### config.mk
export PLATFORM = sky130hd
export DESIGN_NAME = fifo_write_arbiter_ctrl
export DESIGN_NICKNAME = d
export VERILOG_FILES = /design/src/rtl/fifo_write_arbiter_ctrl.sv
export SDC_FILE = /design/constraint.sdc
export NUM_CORES = 1
export LEC_CHECK = 0
export ABC_AREA = 0
export ABC_CLOCK_PERIOD_IN_PS = 3500
export BUFFER_PORTS_ARGS = -buffer_cell sky130_fd_sc_hd__buf_4
export CELL_PAD_IN_SITES_DETAIL_PLACEMENT = 1
export CELL_PAD_IN_SITES_GLOBAL_PLACEMENT = 1
export CORE_AREA = 2 2 51 72
export DETAILED_ROUTE_END_ITERATION = 12
export DIE_AREA = 0 0 53 74
export GPL_ROUTABILITY_DRIVEN = 0
export PLACE_DENSITY = 0.79
export RECOVER_POWER = 100
export SLEW_MARGIN = 10
export SYNTH_ARGS = -nofsm -noshare
export SYNTH_HDL_FRONTEND = slang
export SYNTH_SLANG_ARGS = --single-unit
export TNS_END_PERCENT = 100
### constraint.sdc
create_clock -name clk -period 3.5 [get_ports clk]
set_input_delay 0.7 -clock clk [delete_from_list [all_inputs] [get_ports clk]]
set_output_delay 0.7 -clock clk [all_outputs]
set_load 0.01 [all_outputs]
### src/rtl/fifo_write_arbiter_ctrl.sv
// Pointer, occupancy and flag controller for a 16-entry FIFO with an external RAM,
// plus a two-producer round-robin write arbiter and a sticky read-underrun flag.
module fifo_write_arbiter_ctrl #(
  parameter int SIZE     = 4,
  parameter int WIDTH    = 8,
  parameter int AF_LEVEL = 9,
  parameter int AE_LEVEL = 2
) (
  input  logic             clk,
  input  logic             rst_n,
  input  logic             req0,
  input  logic             req1,
  input  logic [WIDTH-1:0] wdata0,
  input  logic [WIDTH-1:0] wdata1,
  input  logic             rd_req,
  input  logic             flush,
  output logic             gnt0,
  output logic             gnt1,
  output logic             we,
  output logic [WIDTH-1:0] wdata_out,
  output logic             re,
  output logic [SIZE-1:0]  w_pointer,
  output logic [SIZE-1:0]  r_pointer,
  output logic [SIZE:0]    count,
  output logic             full,
  output logic             empty,
  output logic             a_flag,
  output logic             ae_flag,
  output logic             rd_err
);

  localparam logic [SIZE:0] DEPTH  = (SIZE+1)'(1 << SIZE);
  localparam logic [SIZE:0] AF_LVL = (SIZE+1)'(AF_LEVEL);
  localparam logic [SIZE:0] AE_LVL = (SIZE+1)'(AE_LEVEL);

  logic [SIZE-1:0] w_ptr_q, w_ptr_d;
  logic [SIZE-1:0] r_ptr_q, r_ptr_d;
  logic [SIZE:0]   count_q, count_d;
  logic            last_gnt_q, last_gnt_d;
  logic            rd_err_q, rd_err_d;

  always_ff @(posedge clk or negedge rst_n) begin
    if (!rst_n) begin
      w_ptr_q    <= '0;
      r_ptr_q    <= '0;
      count_q    <= '0;
      last_gnt_q <= 1'b1;
      rd_err_q   <= 1'b0;
    end else begin
      w_ptr_q    <= w_ptr_d;
      r_ptr_q    <= r_ptr_d;
      count_q    <= count_d;
      last_gnt_q <= last_gnt_d;
      rd_err_q   <= rd_err_d;
    end
  end

  assign full    = (count_q == DEPTH);
  assign empty   = (count_q == '0);
  assign a_flag  = (count_q > AF_LVL);
  assign ae_flag = (count_q < AE_LVL);

  // Under contention the producer not served last wins; last_gnt_q=1 favours req0.
  always_comb begin
    gnt0 = 1'b0;
    gnt1 = 1'b0;
    if (!flush && !full) begin
      if (req0 && req1) begin
        if (last_gnt_q) gnt0 = 1'b1;
        else            gnt1 = 1'b1;
      end else if (req0) begin
        gnt0 = 1'b1;
      end else if (req1) begin
        gnt1 = 1'b1;
      end
    end
  end

  assign we        = gnt0 | gnt1;
  assign wdata_out = gnt1 ? wdata1 : wdata0;
  assign re        = rd_req & ~empty & ~flush;

  always_comb begin
    w_ptr_d    = w_ptr_q;
    r_ptr_d    = r_ptr_q;
    count_d    = count_q;
    last_gnt_d = last_gnt_q;
    rd_err_d   = rd_err_q;
    if (flush) begin
      w_ptr_d    = '0;
      r_ptr_d    = '0;
      count_d    = '0;
      last_gnt_d = 1'b1;
      rd_err_d   = 1'b0;
    end else begin
      w_ptr_d = w_ptr_q + SIZE'(we);
      r_ptr_d = r_ptr_q + SIZE'(re);
      count_d = count_q + (SIZE+1)'(we) - (SIZE+1)'(re);
      if (we) last_gnt_d = gnt1;
      if (rd_req && empty) rd_err_d = 1'b1;
    end
  end

  assign w_pointer = w_ptr_q;
  assign r_pointer = r_ptr_q;
  assign count     = count_q;
  assign rd_err    = rd_err_q;

endmodule

# ---- Yosys cells after proc, flatten, opt, wreduce, memory -nomap -nowiden
# Cells that the tools add are included.
dict set report op_classes {
  bitwise_logic 5
  n_eq_ne 1
  magnitude_cmp 2
  n_mul 0
  add_sub_neg 4
  n_reduce_logical 8
  shifts 0
  mux 17
  n_div 0
}
# operator count
set op_table {}
lappend op_table {{$mux W1} 13}
lappend op_table {{$add A4 B1 Y4} 2}
lappend op_table {{$mux W4} 2}
lappend op_table {{$mux W8} 1}
lappend op_table {{$add A5 B1 Y5} 1}
lappend op_table {{$eq A5 B5 Y1 const B} 1}
lappend op_table {{$gt A5 B4 Y1 const B} 1}
lappend op_table {{$logic_not A5 Y1} 1}
lappend op_table {{$lt A5 B2 Y1 const B} 1}
lappend op_table {{$mux W5} 1}
lappend op_table {{$sub A5 B1 Y5} 1}
lappend op_table {{$reduce_bool A2 Y1} 2}
lappend op_table {{$logic_and A1 B1 Y1} 3}
lappend op_table {{$and A1 B1 Y1} 2}
lappend op_table {{$logic_not A1 Y1} 2}
lappend op_table {{$not A1 Y1} 2}
lappend op_table {{$or A1 B1 Y1} 1}
dict set report totals {
  ff_bits 15
  output_inout_bits 30
  ram_bits 0
  n_memories 0
  mem_bits_ro 0
  wordCells 42
  latchBits 0
  input_bits 22
}

# ---- Depth between registers and ports, before layout
# Gate-level depths: netlist (run 1).
dict set report depth {
  depth_word 8
  depth_mapped 11
  depth_no_buf 11
}

# ---- Worst setup path before layout (run 1)
# Ideal clock, no wire load.
dict set report synth_path {
  path_type {register to register}
  start {register count_q[2], in the netlist count[2]}
  end {register count_q[4], in the netlist count[4]}
  arrival_ns 2.774
  setup_ns 0.078
  n_path_buf 0
  required_time_ns 3.422
  stages_incl_launch_ff 12
  period_less_slack_ns 2.852
  slack_ns 0.648
  cell_sequence {dfrtp_1 -> inv_1 -> ha_1 -> nor4b_1 -> or3_2 -> nand2_1 -> ha_1 -> inv_1 -> fa_1 -> nor3_1 -> or4_1 -> a21oi_1}
}
dict set report synth_between {
  elab_cells_between_ends 13
  cone_classes {add/sub: 2; eq/ne: 1; mux: 3; bitwise: 4; reduce/logical: 3}
}
# item line_no
set synth_lines {}
lappend synth_lines {{start: declaration} 38} ;# logic [SIZE:0] count_q, count_d;
lappend synth_lines {{start signal: assignment} 52} ;# count_q <= count_d;
lappend synth_lines {{$logic_not A5 Y1} 59} ;# assign empty = (count_q == '0);
lappend synth_lines {{net empty} 26} ;# output logic empty,
lappend synth_lines {{$not A1 Y1} 81} ;# assign re = rd_req & ~empty & ~flush;
lappend synth_lines {{$and A1 B1 Y1 (2 in a row)} 81}
lappend synth_lines {{$sub A5 B1 Y5} 98} ;# count_d = count_q + (SIZE+1)'(we) - (SIZE+1)'(re);
lappend synth_lines {{$mux W5} 89} ;# if (flush) begin
lappend synth_lines {{net count_d[4]} 38}
# The timed path passes the listed nets, and every way through them passes these cells.
# A chain may end at the register's enable or synchronous reset.

# ---- Final worst setup path (run 1)
dict set report layout_path {
  start {register count_q[2], in the netlist count[2]}
  end {output wdata_out[5]}
}
dict set report layout_between {
  elab_chain_cells 5
}
# item line_no
set layout_lines {}
lappend layout_lines {{$eq A5 B5 Y1} 58} ;# assign full = (count_q == DEPTH);
lappend layout_lines {{$logic_not A1 Y1} 67} ;# if (!flush && !full) begin
lappend layout_lines {{$logic_and A1 B1 Y1} 67}
lappend layout_lines {{$mux W1} 67}
lappend layout_lines {{$mux W8} 80} ;# assign wdata_out = gnt1 ? wdata1 : wdata0;
lappend layout_lines {{end: declaration} 20} ;# output logic [WIDTH-1:0] wdata_out,
# Every way passes these cells.

==> results.md, run 1 <==
* Endpoint class of the critical path: output port
* Vias in the first global route at 1035
* Dpl hpwl at 2.38 mm
* GRT overflow at 0
* Fin. Hold Viols at 0
* Endpoints failing setup at 0
* Num ports at 52
* Die X at 53 um
* Layout net count at 190
* Final Skew at 0.00232 ns
* Crit-path max FO at 9
* TNS Setup at 0 ns
* Initial Util at 30.7%
* Sequential share of the synthesized area at 37.3%
* Area fraction of the dominant cell type after synthesis at 34.7%
* Area of the multi-input gates at 591 um^2
* Fmax at 0.327 GHz
* Clock Power Share at 17.4%
* P per Cell Area at 596 nW/um^2
* # hold bufs at CTS at 0
* Clock Latency Late Sink at 0.24 ns
* Max cap viols at 0
* XOR/XNOR Fraction of Synth Area at 4.34%
* Asr flop ratio synth at 100%
* Post-synthesis area per instance at 10.2 um^2
* LEAKAGE at 0.655 nW
* Clk slew on worst S/H paths at 0.07 ns
* Largest net degree at the start of global routing at 22
* Post-CTS Setup Repair Bufs at 0
* Commonest non-fill, non-tap cell in the layout: clkbuf_1
* Worst Path Arrival at 2.36 ns
* Unrepaired setup endpoints after global routing: no
* Peak supply drop at 0.000327 V
* Post-Synthesis Cell Area at 1010 um^2
* Startpoint types: flip-flop
* 1st-iter DRT viols at 11
* Post-synth EDFFs at 0
* All-Layer GR Usage at 15.8%
* Status: finished clean
* Initial antenna violation count at 0
* Synth Instances at 99
* Post-CTS sizing at 0
* Core area at 3280 um^2
* Root Driver: clkbuf_8
* Slew margin rel. at 44.5%
* First-pass GRT wire length at 4.61 mm
* Final total power at 822 uW
* Clock period minus worst slack at 3.06 ns
* Post-synth top flop: dfrtp_1
* # H-tree levels at 1
* Drt drc at 0
* Slew Viols, Final at 0
* Clock Sinks at 15
* Overall via count from detail_route at 943
* Fin crit share at 87.5%
* Net count after synthesis at 135
* Area Growth Syn to Fin at 36.4%
* Synth area leaders: dfrtp_1 (35%), ha_1 (16%), mux2_2 (10%)
* Worst setup path class: flip-flop to output port
* CTS max path bufs at 2
* Post-Synth Adder-Cell Area at 18.1%
* Post-detailed-route count of antenna-violating nets at 0
* # rows at 25
* Reg power frac at 29.9%
* Chip height at 74 um
* Final hold slack at 0.519 ns
* Post-route setup slack at 0.439 ns
* Via density per instance at 4.89
* CTS tree: yes
* Total Wirelength at 2.73 mm
* CTS buffer count at 3
* Internal cell power at 487 uW
* Worst-margin pin slew at 0.833 ns
* Largest family of logic cells by synthesized area: simple AND/OR/NAND/NOR gates
* Switching share of power at 40.8%
* CP required at 2.80 ns
* Layout cells sized above 1 at 26.1%
* Most frequent cells in the layout: clkbuf_1 (31), buf_4 (22), dfrtp_1 (14)
* DR pass1 iterations at 4
* Flops & latches, synth at 15
* Post-Synth Simple-Gate Area at 20.1%
* Register area at 377 um^2
* Net Switching at 335 uW
* Post-synthesis mux area share at 10.0%
* Synth Area in Compound Gates at 5.95%
* Part of the power in combinational logic at 52.7%
* DR WL/cell at 14.1 um
* Area leader, netlist: dfrtp_1
* Port Buffers at 51
* Synth unique cells at 28
* Die area at 3920 um^2
* Setup slack after placement at 0.589 ns
* YS warnings at 0
* N_diodes at 0
* Fill cells at 409
* HP Class: flip-flop to flip-flop
-- metal layers --
| metal | global-route usage, % | routed length (um) |
|---|---|---|
| met1 | 17.0 | 954 |
| met4 | 5.41 | 49 |
| met3 | 0.602 | 130 |
| met5 | 0 | 0 |
| met2 | 31.7 | 1590 |
-- synth_stat cells, types with 3 or more instances --
cell / number
dfrtp_1: 14
ha_1: 13
nor2_1: 12
mux2_2: 9
inv_1: 8
nor2b_1: 7
o21ai_0: 4
a21oi_1: 3
nand2_1: 3
nor3_1: 3
xnor2_1: 3
-- sequential cells by signal, indices dropped and copies added (netlist names) --
register    flops
last_gnt_q      1
w_pointer       4
r_pointer       4
rd_err          1
count           5
-- final timing paths --
path                          start            to  slack (ns)  cells past startpoint
setup / recovery           count[2]  wdata_out[5]        0.44                      7
hold / removal               rd_err        rd_err        0.52                      2
setup reg to reg           count[2]      count[4]        0.63                     11
hold reg to reg              rd_err        rd_err        0.52                      2
max in group asynchronous     rst_n      count[4]        2.46                      1
min in group asynchronous     rst_n  w_pointer[0]        0.53                      1
-- per-stage QoR --
stage          cell area, um^2  cells  util [%]
3_3_place_gp              1450    189      44.0
3_5_place_dp              1450    189      44.0
4_1_cts                   1490    193      45.5
2_1_floorplan             1010     99         -
6_report                  1380    193      41.9
5_1_grt                   1380    193      41.9
-- cells by family (layout without fill, tap and decap cells) --
family                     after synthesis  in the layout
xor gates and xnor gates                 5              5
adders and majority gates               14             14
buffers and inverters                   11             65
DFF                                     15             15
AOI/OAI and AO/OA                       10             10
muxes                                    9              9
and+or+nand+nor                         35             35
-- area by class of cell --
cell class | count | area share, %
multi-input cells | 73 | 42.9
flip-flops and latches | 15 | 27.3
repair buffers | 53 | 20.4
well taps | 40 | 3.63
clock buffers | 3 | 3.00
inverters | 8 | 2.18
clock inverters | 1 | 0.545
-- power groups by stage --
stage	Sequential [mW]	Combinational, mW	Clock, mW
after detailed placement	0.251	0.504	0
after floorplan	0.258	0.269	0
after global placement	0.249	0.480	0
after CTS	0.248	0.508	0.146
after global routing	0.254	0.495	0.154
final	0.246	0.433	0.143
-- critical path: stages, from the launching register on --
cell      delay, ns
dfrtp_1        0.38
inv_1          0.10
ha_1           0.22
nor4bb_1       0.15
clkbuf_1       0.20
nor4b_4        0.53
mux2_2         0.41
clkbuf_1       0.13
Power figures use the tool's default switching activity.
==> run 2: changes to the inputs <==
RECOVER_POWER = default   (was 100)
==> run 2 against run 1 <==
  * Non-clock buffer count did not move
  * Sequential cell count did not move
  * First-iteration DRC count fell by 9.1%
  * Worst hold slack got worse by 0.22 ns
  * Critical path type unchanged
  * Largest power group unchanged
==> results.md, run 2 (synthesized netlist as in run 1, its figures left out) <==
* Largest net degree at the start of global routing at 22 (unchanged)
* Final non-filler cell total at 193 (unchanged)
* Post-CTS sizing at 0 (unchanged)
* All-Layer GR Usage at 15.8% (unchanged)
* N_diodes at 0 (unchanged)
* CTS tree: yes
* # H-tree levels at 1 (unchanged)
* Startpoint types: flip-flop
* Initial Util at 30.7% (unchanged)
* Initial antenna violation count at 0 (unchanged)
* Slew Viols, Final at 0 (unchanged)
* Peak supply drop at 0.000347 V (+5.9%)
* Num ports at 52 (unchanged)
* Most Crowded Layer GR: met2
* Core area at 3280 um^2 (unchanged)
* Placed Instances at 189 (unchanged)
* Dpl hpwl at 2.38 mm (unchanged)
* Fin. Hold Viols at 0 (unchanged)
* Routing usage on met1 at 17.0% (unchanged)
* # hold bufs at CTS at 0 (unchanged)
* Post-detailed-route count of antenna-violating nets at 0 (unchanged)
* Area Growth Syn to Fin at 48.0%
* HP Class: input port to async pin
* CP required at 2.80 ns (about the same)
* Clock Latency Late Sink at 0.24 ns (about the same)
* Endpoints failing setup at 0 (unchanged)
* DR pass1 iterations at 4 (unchanged)
* M3 GR Usage at 0.602% (unchanged)
* Final Skew at 0.00146 ns (-0.000865 ns)
* Total Wirelength at 2.74 mm (+0.40%)
* Core Util, Final at 45.5% (+3.5 points)
* Most frequent cells in the layout: buf_4 (53), dfrtp_1 (14), ha_1 (13)
* Max cap viols at 0 (unchanged)
* Vias in the first global route at 1035 (unchanged)
* TNS Setup at 0 ns (unchanged)
* Max FFs per register at 5 (unchanged)
* LEAKAGE at 0.778 nW (+19%)
* Worst setup path class: flip-flop to output port
* CTS buffer count at 3 (unchanged)
* Fmax at 0.330 GHz (+1.0%)
* CTS max path bufs at 2 (unchanged)
* Worst-margin pin slew at 0.565 ns (-0.268 ns)
* Worst Path Arrival at 2.33 ns (-0.03 ns)
* Layout net count at 190 (unchanged)
* Critical Path, Cell by Cell: inv_1 -> ha_1 -> nor4bb_1 -> buf_4 -> nor4b_4 -> mux2_2 -> buf_4
* Fill cells at 391 (-4.4%)
* Layout cells sized above 1 at 46.4% (+20 points)
* First-pass GRT wire length at 4.61 mm (unchanged)
* Clock Sinks at 15 (unchanged)
* Post-CTS Setup Repair Bufs at 0 (unchanged)
* Chip height at 74 um (unchanged)
* Commonest non-fill, non-tap cell in the layout: buf_4
* Clk slew on worst S/H paths at 0.07 ns (about the same)
* Fin crit share at 86.6% (-0.91 points)
* # rows at 25 (unchanged)
* Endpoint class of the critical path: output port
* 1st-iter DRT viols at 10 (-1)
* Die X at 53 um (unchanged)
* Root Driver: clkbuf_8
* Drt drc at 0 (unchanged)
* Overall via count from detail_route at 941 (-0.21%)
* Status: finished clean
* Max incr delay on CP at 0.50 ns (-0.03 ns)
* Port Buffers at 51 (unchanged)
* Die area at 3920 um^2 (unchanged)
* P per Cell Area at 593 nW/um^2 (-0.62%)
* Via density per instance at 4.88 (-0.21%)
* Unrepaired setup endpoints after global routing: no
* DR WL/cell at 14.2 um (+0.40%)
* Slowest-stage cell, CP: nor4b_4
* Met2 usage at 31.7% (unchanged)
* Slew margin rel. at 62.2% (+18 points)
* Top cell by count, worst path: buf_4
* GRT overflow at 0 (unchanged)
* Clock period minus worst slack at 3.03 ns (-0.0317 ns)
* Crit-path max FO at 9 (unchanged)
-- run 2: cell types whose count changed in the layout (fill, tap and decap cells not counted), sizes merged --
| cell | before | now |
|---|---|---|
| buf | 22 | 53 |
| clkbuf | 34 | 3 |
-- run 2: where the power goes --
group / switching [mW] / internal [mW] / leakage, nW
registers: 0.0368 / 0.210 / 0.200
logic: 0.236 / 0.259 / 0.556
clock network: 0.0635 / 0.0798 / 0.0217
-- run 2: area by class of cell --
| cell class | count | area [um^2] | area share [%] |
|---|---|---|---|
| repair buffers | 53 | 398 | 26.6 |
| well taps | 40 | 50.0 | 3.35 |
| inverters | 8 | 30.0 | 2.01 |
| flip-flops and latches | 15 | 377 | 25.2 |
| clock buffers | 3 | 41.3 | 2.76 |
| multi-input cells | 73 | 591 | 39.5 |
| clock inverters | 1 | 7.51 | 0.503 |
-- run 2: layer usage --
layer / share of wire (%) / wire length, um
met2: 59 / 1600
met1: 35 / 967
met5: 0 / 0
met3: 4.5 / 123
met4: 1.6 / 43
-- run 2: through the flow --
stage	total power, mW	hold slack [ns]	setup slack [ns]	area, um^2
final	0.885	0.298	0.471	1490
after floorplan	0.527	0.404	0.648	1010
after global routing	0.969	0.308	0.313	1490
after global placement	0.729	0.508	0.738	1450
after CTS	0.902	0.301	0.436	1490
after detailed placement	0.755	0.524	0.589	1450
-- run 2: path summary, 6_finish.rpt --
check                      slack, ns     start           end  cells after the start
min                             0.30     rst_n  w_pointer[0]                      1
min reg2reg                     0.52    rd_err        rd_err                      2
max                             0.47  count[2]  wdata_out[5]                      7
min in group clk                0.52    rd_err        rd_err                      2
max reg2reg                     0.68  count[2]      count[4]                     11
max in group asynchronous       2.96     rst_n    last_gnt_q                      1
-- run 2: critical path: cells and delay by family (launching register included) --
kind                     cells  cell delay [ns]
adder cells (fa/ha/maj)      1             0.22
buffers and inverters        3             0.41
flip-flops                   1             0.38
multiplexers                 1             0.41
AND/OR/NAND/NOR              2             0.66
